<file path="config.mk">
export PLATFORM = sky130hd
export DESIGN_NAME = and_event_monitor
export DESIGN_NICKNAME = d
export VERILOG_FILES = /design/src/rtl/and_event_monitor_pkg.sv /design/src/rtl/and_event_monitor_glitch_filter.sv /design/src/rtl/and_event_monitor.sv
export SDC_FILE = /design/constraint.sdc
export NUM_CORES = 1
export LEC_CHECK = 0
export CAP_MARGIN = 20
export CORE_MARGIN = 3
export CORE_UTILIZATION = 50
export CTS_CLUSTER_SIZE = 25
export DETAILED_ROUTE_END_ITERATION = 12
export PLACE_DENSITY = 0.78
export RECOVER_POWER = 25
export REMOVE_ABC_BUFFERS = 1
export SETUP_SLACK_MARGIN = 0.15
export SLEW_MARGIN = 5
export SYNTH_ARGS = -nofsm -noshare
export SYNTH_HDL_FRONTEND = slang
export SYNTH_HIERARCHICAL = 1
export SYNTH_SLANG_ARGS = --single-unit
</file>
<file path="constraint.sdc">
create_clock -name clk -period 2.7 [get_ports clk]
set_input_delay 0.405 -clock clk [delete_from_list [all_inputs] [get_ports clk]]
set_output_delay 0.405 -clock clk [all_outputs]
set_load 0.02 [all_outputs]
</file>
<file path="src/rtl/and_event_monitor_pkg.sv">
// Purpose: shared definitions for the AND-gate event monitor: FSM state
//          encodings, default parameter values and a counter-width helper.
// Ports:   none (package).
package and_event_monitor_pkg;

   localparam int unsigned DEF_FILT_LEN = 3;
   localparam int unsigned DEF_CNT_W    = 8;

   typedef enum logic {
      ST_LOW  = 1'b0,
      ST_HIGH = 1'b1
   } state_e;

   // Bits needed to hold 0 .. n-1 (at least one bit).
   function automatic int unsigned stab_w(input int unsigned n);
      return (n < 2) ? 1 : $clog2(n);
   endfunction

endpackage

</file>
<file path="src/rtl/and_event_monitor_glitch_filter.sv">
// Purpose: deglitch filter. q follows d only after d has differed from q on
//          FILT_LEN consecutive clock edges; FILT_LEN=1 is a plain register.
// Ports:   clk, rst (sync, active-high), d (raw input), q (filtered output),
//          q_nxt_c (combinational value q takes at the next edge).
module glitch_filter
   import and_event_monitor_pkg::*;
#(
   parameter int unsigned FILT_LEN = DEF_FILT_LEN
) (
   input  logic clk,
   input  logic rst,
   input  logic d,
   output logic q,
   output logic q_nxt_c
);

   localparam int unsigned    SW   = stab_w(FILT_LEN);
   localparam logic [SW-1:0]  LAST = SW'(FILT_LEN - 1);

   logic [SW-1:0] r_stab;
   logic          r_q;
   logic          w_flip;

   // The edge on which the differing run reaches FILT_LEN flips the output.
   assign w_flip  = (d != r_q) && (r_stab == LAST);
   assign q_nxt_c = w_flip ? d : r_q;
   assign q       = r_q;

   // Stability counter and filtered output register.
   always_ff @(posedge clk) begin
      if (rst) begin
         r_stab <= '0;
         r_q    <= 1'b0;
      end else begin
         r_q <= q_nxt_c;
         if ((d == r_q) || w_flip) begin
            r_stab <= '0;
         end else begin
            r_stab <= r_stab + SW'(1);
         end
      end
   end

endmodule

</file>
<file path="src/rtl/and_event_monitor.sv">
// Purpose: monitors the AND-gate output: deglitches it, counts filtered rises
//          and reports each filtered high-period length over valid/ready.
// Ports:   clk, rst (sync, active-high), and_in (raw gate output), en (enable),
//          clr (clears evt_count/sat/ovf), filt_out, evt_pulse, evt_count, sat,
//          rpt_valid, rpt_ready, rpt_data, ovf.
module and_event_monitor
   import and_event_monitor_pkg::*;
#(
   parameter int unsigned FILT_LEN = DEF_FILT_LEN,
   parameter int unsigned CNT_W    = DEF_CNT_W
) (
   input  logic             clk,
   input  logic             rst,
   input  logic             and_in,
   input  logic             en,
   input  logic             clr,
   output logic             filt_out,
   output logic             evt_pulse,
   output logic [CNT_W-1:0] evt_count,
   output logic             sat,
   output logic             rpt_valid,
   input  logic             rpt_ready,
   output logic [CNT_W-1:0] rpt_data,
   output logic             ovf
);

   localparam logic [CNT_W-1:0] CNT_MAX = {CNT_W{1'b1}};

   logic             w_filt;
   logic             w_filt_nxt;
   state_e           r_state;
   state_e           w_state_nxt;
   logic             w_rise;
   logic             w_fall;
   logic             w_load;
   logic             w_drain;

   logic             r_pulse;
   logic [CNT_W-1:0] r_cnt;
   logic             r_sat;
   logic             r_armed;
   logic [CNT_W-1:0] r_len;
   logic             r_valid;
   logic [CNT_W-1:0] r_data;
   logic             r_ovf;

   glitch_filter #(.FILT_LEN(FILT_LEN)) u_filt (
      .clk     (clk),
      .rst     (rst),
      .d       (and_in),
      .q       (w_filt),
      .q_nxt_c (w_filt_nxt)
   );

   // FSM state register.
   always_ff @(posedge clk) begin
      if (rst) begin
         r_state <= ST_LOW;
      end else begin
         r_state <= w_state_nxt;
      end
   end

   // FSM next state: follows the filter's upcoming value so that events line
   // up with the first cycle filt_out shows the new level.
   always_comb begin
      w_state_nxt = r_state;
      case (r_state)
         ST_LOW:  if (w_filt_nxt)  w_state_nxt = ST_HIGH;
         ST_HIGH: if (!w_filt_nxt) w_state_nxt = ST_LOW;
         default: w_state_nxt = ST_LOW;
      endcase
   end

   // FSM edge decode.
   always_comb begin
      w_rise = 1'b0;
      w_fall = 1'b0;
      case (r_state)
         ST_LOW:  w_rise = w_filt_nxt;
         ST_HIGH: w_fall = !w_filt_nxt;
         default: ;
      endcase
   end

   assign w_load  = w_fall && r_armed && en;
   assign w_drain = r_valid && rpt_ready;

   // Event counter, high-period length and report holding register.
   always_ff @(posedge clk) begin
      if (rst) begin
         r_pulse <= 1'b0;
         r_cnt   <= '0;
         r_sat   <= 1'b0;
         r_armed <= 1'b0;
         r_len   <= '0;
         r_valid <= 1'b0;
         r_data  <= '0;
         r_ovf   <= 1'b0;
      end else begin
         r_pulse <= w_rise && en;

         if (clr) begin
            r_cnt <= '0;
            r_sat <= 1'b0;
         end else if (w_rise && en) begin
            if (r_cnt == CNT_MAX) begin
               r_sat <= 1'b1;
            end else begin
               r_cnt <= r_cnt + CNT_W'(1);
            end
         end

         // r_len counts cycles filt_out has been 1, saturating.
         if (w_rise) begin
            r_armed <= en;
            r_len   <= CNT_W'(1);
         end else if ((r_state == ST_HIGH) && w_filt_nxt && (r_len != CNT_MAX)) begin
            r_len <= r_len + CNT_W'(1);
         end

         if (w_load && (!r_valid || w_drain)) begin
            r_valid <= 1'b1;
            r_data  <= r_len;
         end else if (w_drain) begin
            r_valid <= 1'b0;
         end

         if (clr) begin
            r_ovf <= 1'b0;
         end else if (w_load && r_valid && !w_drain) begin
            r_ovf <= 1'b1;
         end
      end
   end

   assign filt_out  = w_filt;
   assign evt_pulse = r_pulse;
   assign evt_count = r_cnt;
   assign sat       = r_sat;
   assign rpt_valid = r_valid;
   assign rpt_data  = r_data;
   assign ovf       = r_ovf;

endmodule

</file>
== Word level (Yosys, flattened, before mapping) ==
Index checks and enable logic that the tools add are counted.

* Add/sub/neg operators: 3
* Eq/ne operators: 5
* Multiplexer cells: 8
* Bitwise gates (word level): 1
* Reductions and logical operators: 22

{| class="wikitable"
|+ Operator list
! operator !! count
|-
| $add 8x1->8 const B || 2
|-
| $logic_and 1x1->1 || 10
|-
| $eq 8x8->1 const B || 1
|-
| $mux 1 || 8
|-
| $ne 8x8->1 const B || 1
|-
| $reduce_or 2->1 || 3
|-
| $reduce_and 2->1 || 2
|-
| $reduce_bool 2->1 || 2
|-
| $logic_not 1->1 || 3
|-
| $add 2x1->2 const B || 1
|-
| $eq 2x2->1 const B || 1
|-
| $logic_or 1x1->1 || 2
|-
| $eq 1x1->1 || 1
|-
| $ne 1x1->1 || 1
|-
| $not 1->1 || 1
|}

* Register bits: 33
* Output and inout port bits: 21

== Longest topological paths before layout ==
Gate-level depths: netlist (run 1).

* Depth in word-level cells: 9
* Mapped depth: 8
* Depth with buffers taken out: 7

== Hierarchy ==
The synthesis (run 1) kept the hierarchy.

{| class="wikitable"
|+ Modules (own cells, without submodules)
! module !! times used !! cells each !! area an instance (um2) !! sequential area each (um2)
|-
| and_event_monitor || 1 || 137 || 1,282.5 || 600.6
|-
| glitch_filter || 1 || 10 || 126.4 || 60.1
|}

== Worst setup path after synthesis (run 1) ==
No wires, ideal clock.

* Kind: reg-to-reg
* From: register u_filt.r_stab[0]
* To: register r_len[3]
* Setup time: 0.059 ns
* Arrival time: 1.892 ns
* Path slack: 0.749 ns
* Stages on the path, launching flop included: 9
* Buffers on the path: 1
* Clock period less this slack: 1.951 ns
* Cells stage by stage: dfxtp_1 inv_1 ha_1 mux2_4 nor2b_4 or2_0 buf_2 or4_1 nand2_1

* Cells in the longest elaborated chain, start to end: 5
* Elaborated cells between the ends (all ways): 7
* Classes of those cells: eq/ne: 1; mux: 2; reduce/logical: 4

{| class="wikitable"
|+ RTL lines
! what !! RTL line !! RTL
|-
| start, declared || and_event_monitor_glitch_filter.sv:20 || <nowiki>logic [SW-1:0] r_stab;</nowiki>
|-
| start signal, assigned || and_event_monitor_glitch_filter.sv:39 || <nowiki>r_stab <= r_stab + SW'(1);</nowiki>
|-
| $eq 2x2->1 (*) || and_event_monitor_glitch_filter.sv:25 || <nowiki>assign w_flip = (d != r_q) && (r_stab == LAST);</nowiki>
|-
| $logic_and 1x1->1 (*) || and_event_monitor_glitch_filter.sv:25 ||
|-
| $mux 1 (*) || and_event_monitor_glitch_filter.sv:26 || <nowiki>assign q_nxt_c = w_flip ? d : r_q;</nowiki>
|-
| via w_filt_nxt || and_event_monitor.sv:30 || <nowiki>logic w_filt_nxt;</nowiki>
|-
| $mux 1 or $logic_and 1x1->1 (tied branches) || and_event_monitor.sv:79, and_event_monitor.sv:118 ||
|-
| $reduce_or 2->1 (no source line) or $logic_and 1x1->1 (tied branches) || n/a ||
|-
| end signal, assigned || and_event_monitor.sv:119 || <nowiki>r_len <= r_len + CNT_W'(1);</nowiki>
|-
| end, declared || and_event_monitor.sv:42 || <nowiki>logic [CNT_W-1:0] r_len;</nowiki>
|}

The timed path passes the listed nets; every way through them passes the cells marked *.
A chain may end at the register's enable or synchronous reset.

== Worst setup path in the final report (run 1) ==
* From: input rst
* To: register r_ovf (netlist: ovf)

* Cells in the longest elaborated chain, start to end: 1

{| class="wikitable"
|+ RTL lines
! what !! RTL line !! RTL
|-
| start, declared || and_event_monitor.sv:13 || <nowiki>input logic rst,</nowiki>
|-
| $reduce_or 2->1 (no source line) || n/a ||
|-
| end signal, assigned || and_event_monitor.sv:99 || <nowiki>r_ovf <= 1'b0;</nowiki>
|-
| end signal, assigned || and_event_monitor.sv:130 || <nowiki>r_ovf <= 1'b0;</nowiki>
|-
| end signal, assigned || and_event_monitor.sv:132 || <nowiki>r_ovf <= 1'b1;</nowiki>
|-
| end, declared || and_event_monitor.sv:45 || <nowiki>logic r_ovf;</nowiki>
|}

No other way between the ends.

==> results.py, run 1 <==
metrics = {
    "routing": {
        "routed_via_density": 5.845,
        "drt_iter0_drc": 27,
        "postRouteAntennaNets": 0,
        "num_vias": 1210,
        "drc_errors": 0,
        "drt-total-wl_um": 2955,
        "firstDrtPassIters": 4,
        "wl_per_cell_um": 14.28,
    },
    "setup_path": {
        "critPathMaxFanout": 17,
        "cp_data_arrival_time_ns": 2.35,
        "critPathBufInv": 2,
        "cp_cell_sequence": "dlygate4sd3_1, clkbuf_1, or2_0, o21ba_2",
        "cpLargestDelayFamily": "buffers and inverters",
        "slowest_stage": "clkbuf_1",
        "path_class": "in2reg",
        "worstSetupEndpointType": "flip-flop",
        "max_stage_delay_ns": 0.62,
        "crit_path_start_kind": "primary input",
        "worstPathRequired_ns": 2.94,
    },
    "layout": {
        "final_core_util_pct": 67.64,
        "syn_to_final_growth_pct": 23.27,
        "multiInputGateArea_sq_um": 704.4,
        "diodes": 0,
        "fin_nets": 185,
        "fillers": 231,
        "regArea_sq_um": 660.6,
        "drive_gt1_share_pct": 7.345,
    },
    "sta": {
        "fin_ws_ns": 0.5892,
        "fin_setup_tns_ns": 0,
        "holdWs_ns": 0.4247,
        "rsz0062_at_grt": "no",
        "skew_ns": 0.01153,
        "max-slew-margin-rel_pct": 46.71,
        "slew_viol_final": 0,
        "hold_viol_final": 0,
        "setup_viol": 0,
        "tightestPinTransition_ns": 0.7994,
        "min_period_ns": 2.111,
        "timing.final.crit_share_pct": 78.18,
        "max_freq_ghz": 0.4738,
    },
    "global_routing": {
        "antenna_found_initial": 0,
        "grt_max_degree": 18,
        "grt_pass1_wl_um": 4988,
        "grt-ovfl-total": 0,
        "grt_pass1_vias": 1133,
        "grtUsageTotal_pct": 18.97,
    },
    "synth": {
        "syn_area_sq_mm": 0.001409,
        "synthCells": 147,
        "syn_avg_cell_area_sq_um": 9.584,
        "yosys_register_bits": 33,
        "yosysUniqueCellTypes": 39,
        "ys_seq_area_share_pct": 46.89,
        "yosys_warnings": 6,
    },
    "floorplanning": {
        "die_y_um": 59.08,
        "die_area_sq_mm": 0.003490,
        "die_x_um": 59.08,
        "core_area_sq_mm": 0.002567,
        "start_util_pct": 54.87,
        "ios": 27,
        "placementRows": 18,
    },
    "clock_network": {
        "clk_latency_ns": 0.33,
        "postCtsSetupBuffers": 0,
        "cts.repair.resized": 0,
        "ctsHoldBuffers": 0,
        "cts_buffers": 5,
        "cts-root-buf": "clkbuf_4",
        "cts.clk_slew.worst_paths_ns": 0.10,
        "cts_num_sinks": 33,
        "cts_tree": "done",
        "htree_levels": 2,
        "cts.path.max_buffers": 2,
    },
    "placed_design": {
        "gp_congestion": 0.7425,
        "dp.final_hpwl_um": 2187,
        "place_ws_ns": 0.3853,
        "numPortBuffers": 26,
    },
    "pwr": {
        "ir_drop_mv": 0.3992,
        "p_per_area_mw_per_mm2": 454.9,
        "p_leak_nw": 0.6222,
    },
    "hold_path": {
        "min_path_type": "reg2reg",
    },
    "flow_run": {
        "cap_viol_max_count": 0,
    },
    "run_status": {
        "status": "finished clean",
    },
}
-- synthesized netlist by cell type --
library cell	count	share of area [%]
dfxtp_1	33	47
nor2_1	19	5.1
mux2i_1	11	7.8
nand2_1	7	1.9
nand3_1	6	2.1
a31oi_1	5	2.2
o211ai_1	5	2.7
or4_1	5	2.7
a21oi_1	4	1.4
and3_1	3	1.3
clkbuf_1	3	0.80
ha_1	3	2.7
inv_1	3	0.80
nor3_1	3	1.1
o21ai_0	3	1.1
a211oi_1	2	1.1
a21o_1	2	1.1
and4_1	2	1.2
buf_2	2	0.71
nand4_1	2	0.89
nor2b_1	2	0.89
nor2b_4	2	2.0
nor4_1	2	0.89
xnor2_1	2	1.2
xor2_1	2	1.2
a311oi_1	1	0.62
and3_2	1	0.53
and3b_1	1	0.62
buf_6	1	0.80
mux2_4	1	1.1
nand2b_1	1	0.44
nand3b_1	1	0.53
nand4b_1	1	0.62
nor3b_1	1	0.53
o21ba_2	1	0.71
o31ai_1	1	0.53
or2_0	1	0.44
or2_2	1	0.44
or3_1	1	0.44
-- stage by stage --
step                instances  power, mW  cell area [sq um]
floorplan                 141     0.5242               1376
global placement          199     0.5424               1689
detailed placement        199     0.5447               1689
CTS                       207     0.7985               1740
global route              207     0.8253               1737
finish                    207     0.7899               1737
-- worst reg2reg max path: stages, from the launching register on --
cell and delay, ns:
dfxtp_1 0.34, inv_1 0.04, ha_1 0.24, mux2_4 0.35
nor2b_4 0.14, or2_0 0.33, or4_1 0.54, nand2_1 0.08
-- flip-flops by register name, summed over array words and instances, names as in the netlist, 2 cells and up --
signal / cells
evt_count: 8
r_len: 8
rpt_data: 8
u_filt/r_stab: 2
-- report_power, final --
group / internal [mW] / leakage [nW] / switching [mW]
clock: 0.0990 / 0.0320 / 0.159
combinational: 0.0173 / 0.324 / 0.0205
sequential: 0.491 / 0.266 / 0.00364
total: 0.607 / 0.622 / 0.183
-- layer usage --
metal  part of all wire (%)  wire (um)  global-route usage (%)
met3                    6.6        196                   6.536
met4                    1.7         50                   6.796
met5                      0          0                       0
met1                     46       1361                   24.25
met2                     46       1347                   29.65
-- layout make-up --
type / count / share of cell area (%)
well taps: 30 / 2.161
clock buffers: 6 / 2.378
inverters: 3 / 0.6484
clock inverters: 2 / 0.5764
repair buffers: 28 / 15.63
multi-input cells: 105 / 40.56
flip-flops and latches: 33 / 38.04
-- cells by family (layout without fill, tap and decap cells) --
logic type	after synthesis	in the layout	synth area share, %
and+or+nand+nor	62	62	24.60
DFF	33	33	46.89
xor gates and xnor gates	4	4	2.487
buffers and inverters	9	39	3.108
muxes	12	12	8.881
adders and majority gates	3	3	2.665
AOI/OAI and AO/OA	24	24	11.37
-- path summary, 6_finish.rpt --
| check | depth (start not counted) | endpoint | slack [ns] | from |
|---|---|---|---|---|
| max | 4 | ovf | 0.59 | rst |
| min | 1 | u_filt/r_stab[0] | 0.42 | u_filt/r_stab[0] |
| max reg2reg | 7 | r_len[3] | 0.59 | u_filt/r_stab[0] |
| min reg2reg | 1 | u_filt/r_stab[0] | 0.42 | u_filt/r_stab[0] |
-- cell usage in the layout, fill, tap and decap left out, types with 4 or more instances in the layout --
cell type | Yosys | routed
o211ai_1 | 5 | 5
clkdlybuf4s50_1 | 0 | 23
nand2_1 | 7 | 7
or4_1 | 5 | 5
a31oi_1 | 5 | 5
nand3_1 | 6 | 6
a21oi_1 | 4 | 4
clkbuf_4 | 0 | 5
mux2i_1 | 11 | 11
dfxtp_1 | 33 | 33
nor2_1 | 19 | 19
No activity file was read; power rests on OpenSTA's default activity.
==> inputs of run 2 (changes only) <==
--- a/config.mk
+++ b/config.mk
@@ -7,10 +7,10 @@
 export LEC_CHECK = 0
 export CAP_MARGIN = 20
 export CORE_MARGIN = 3
-export CORE_UTILIZATION = 50
+export CORE_UTILIZATION = 45
 export CTS_CLUSTER_SIZE = 25
 export DETAILED_ROUTE_END_ITERATION = 12
-export PLACE_DENSITY = 0.78
+export PLACE_DENSITY = 0.74
 export RECOVER_POWER = 25
 export REMOVE_ABC_BUFFERS = 1
 export SETUP_SLACK_MARGIN = 0.15
==> constraint.sdc (replaced) <==
create_clock -name clk -period 1.9 [get_ports clk]
set_input_delay 0.285 -clock clk [delete_from_list [all_inputs] [get_ports clk]]
set_output_delay 0.285 -clock clk [all_outputs]
set_load 0.02 [all_outputs]
==> results.py, run 2 (synthesis gave the netlist of run 1 again) <==
metrics = {
    "layout": {
        "fin_nets": 201,
        "layoutNonFillerInstCount": 235,
        "diodes": 0,
        "final_common_cell": "dfxtp_1",
        "fin_area_sq_mm": 0.001923,
        "syn_to_final_growth_pct": 36.50,
        "layout_common_cells": "31 x dfxtp_1, 21 x clkdlybuf4s50_1, 19 x nor2_1",
        "drive_gt1_share_pct": 23.32,
        "final_core_util_pct": 66.86,
    },
    "routing": {
        "firstDrtPassIters": 4,
        "postRouteAntennaNets": 0,
        "wl_per_cell_um": 13.32,
        "routed_via_density": 5.400,
        "num_vias": 1269,
        "drc_errors": 0,
        "drt-total-wl_um": 3131,
        "drt_iter0_drc": 45,
    },
    "pwr": {
        "power_mw": 1.150,
        "combPwrFrac_pct": 6.6,
        "swShare_pct": 23.31,
        "switchingPower_uw": 268.0,
        "clkPwrFrac_pct": 32.2,
        "p_seq_share_pct": 61.2,
        "p_per_area_mw_per_mm2": 597.8,
        "p_leak_nw": 0.7088,
        "ir_drop_mv": 0.3607,
        "p_int_uw": 881.6,
    },
    "clock_network": {
        "htree_levels": 2,
        "ctsHoldBuffers": 0,
        "cts_buffers": 5,
        "cts.clk_slew.worst_paths_ns": 0.10,
        "cts_tree": "done",
        "cts-root-buf": "clkbuf_4",
        "clk_latency_ns": 0.33,
        "cts_num_sinks": 33,
        "cts.path.max_buffers": 2,
    },
    "placed_design": {
        "gp_congestion": 0.7965,
        "post-place-cells": 223,
        "numPortBuffers": 26,
        "place_ws_ns": -0.2080,
        "placed_area_sq_mm": 0.001794,
        "dp.final_hpwl_um": 2255,
    },
    "run_status": {
        "status": "finished clean",
    },
    "global_routing": {
        "grt-ovfl-total": 0,
        "antenna_found_initial": 0,
        "grt_pass1_wl_um": 5175,
        "grt_max_degree": 18,
        "grtUsageTotal_pct": 18.19,
        "grt_pass1_vias": 1158,
    },
    "floorplanning": {
        "core_area_sq_mm": 0.002877,
        "placementRows": 19,
        "die_y_um": 61.96,
        "ios": 27,
        "start_util_pct": 48.98,
        "die_area_sq_mm": 0.003838,
        "die_x_um": 61.96,
    },
    "sta": {
        "slew_viol_final": 0,
        "max-slew-margin-rel_pct": 80.25,
        "hold_viol_final": 0,
        "skew_ns": 0.007938,
        "holdWs_ns": 0.4793,
        "fin_setup_tns_ns": 0,
        "rsz0062_at_grt": "yes",
        "fin_ws_ns": 0.09671,
        "min_period_ns": 1.803,
        "tightestPinTransition_ns": 0.2962,
        "timing.final.crit_share_pct": 94.91,
        "max_freq_ghz": 0.5545,
        "setup_viol": 0,
    },
    "hold_path": {
        "hold_depth": 1,
        "min_path_type": "reg2reg",
    },
    "setup_path": {
        "r2r_cells": 7,
        "critPathMaxFanout": 6,
        "path_class": "reg2reg",
        "worstSetupEndpointType": "flip-flop",
        "worstPathRequired_ns": 2.18,
        "crit_path_start_kind": "flip-flop",
        "cp_data_arrival_time_ns": 2.08,
    },
    "flow_run": {
        "cap_viol_max_count": 0,
    },
}
-- run 2: cell types whose count changed in the layout (fill, tap and decap cells not counted), moves of 2 or more --
cell             before  now
buf_4                 1   12
buf_6                 0    2
clkbuf_1              2    4
clkbuf_4              5    8
clkdlybuf4s50_1      23   21
dfxtp_1              33   31
dfxtp_2               0    2
or2_0                 2    0
or4_1                 5    2
or4_4                 0    3
-- run 2: final timing paths --
kind / slack [ns] / from / to
worst min register to register: 0.48 / r_armed / r_armed
worst min-delay path: 0.48 / r_armed / r_armed
worst max-delay path: 0.1 / u_filt/r_stab[0] / r_len[2]
worst max register to register: 0.1 / u_filt/r_stab[0] / r_len[2]
-- run 2: area by class of cell --
type	count	area (sq um)
Sequential cell	33	663.1
Timing Repair Buffer	44	386.6
Inverter	3	11.26
Tap cell	42	52.55
Multi-Input combinational cell	105	758.2
Clock inverter	2	10.01
Clock buffer	6	41.29
Fill cell	244	953.4
-- run 2: critical path, cell delays in order, from the launching register on --
cell     delay, ns
dfxtp_2       0.35
inv_2         0.04
ha_4          0.16
mux2_4        0.33
nor2b_4       0.13
or2_4         0.26
or4_4         0.42
nand2_1       0.08
-- run 2: routing by layer --
metal | wire length (um) | GRT usage [%]
met5 | 0 | 0
met4 | 47 | 7.273
met3 | 203 | 4.752
met2 | 1450 | 29.73
met1 | 1430 | 22.70
-- run 2: repair_timing --
action	CTS	global route
pin swaps	11	7
setup endpoints to repair	19	20
gates resized for setup	10	12
buffers inserted	3	1
-- run 2: power by group through the flow --
| stage | clock network, mW | registers, mW | logic (mW) |
|---|---|---|---|
| 2_1_floorplan | 0 | 0.719 | 0.0263 |
| 3_3_place_gp | 0 | 0.718 | 0.0642 |
| 3_5_place_dp | 0 | 0.719 | 0.0658 |
| 4_1_cts | 0.379 | 0.704 | 0.0743 |
| 5_1_grt | 0.408 | 0.705 | 0.0821 |
| 6_report | 0.370 | 0.704 | 0.0762 |
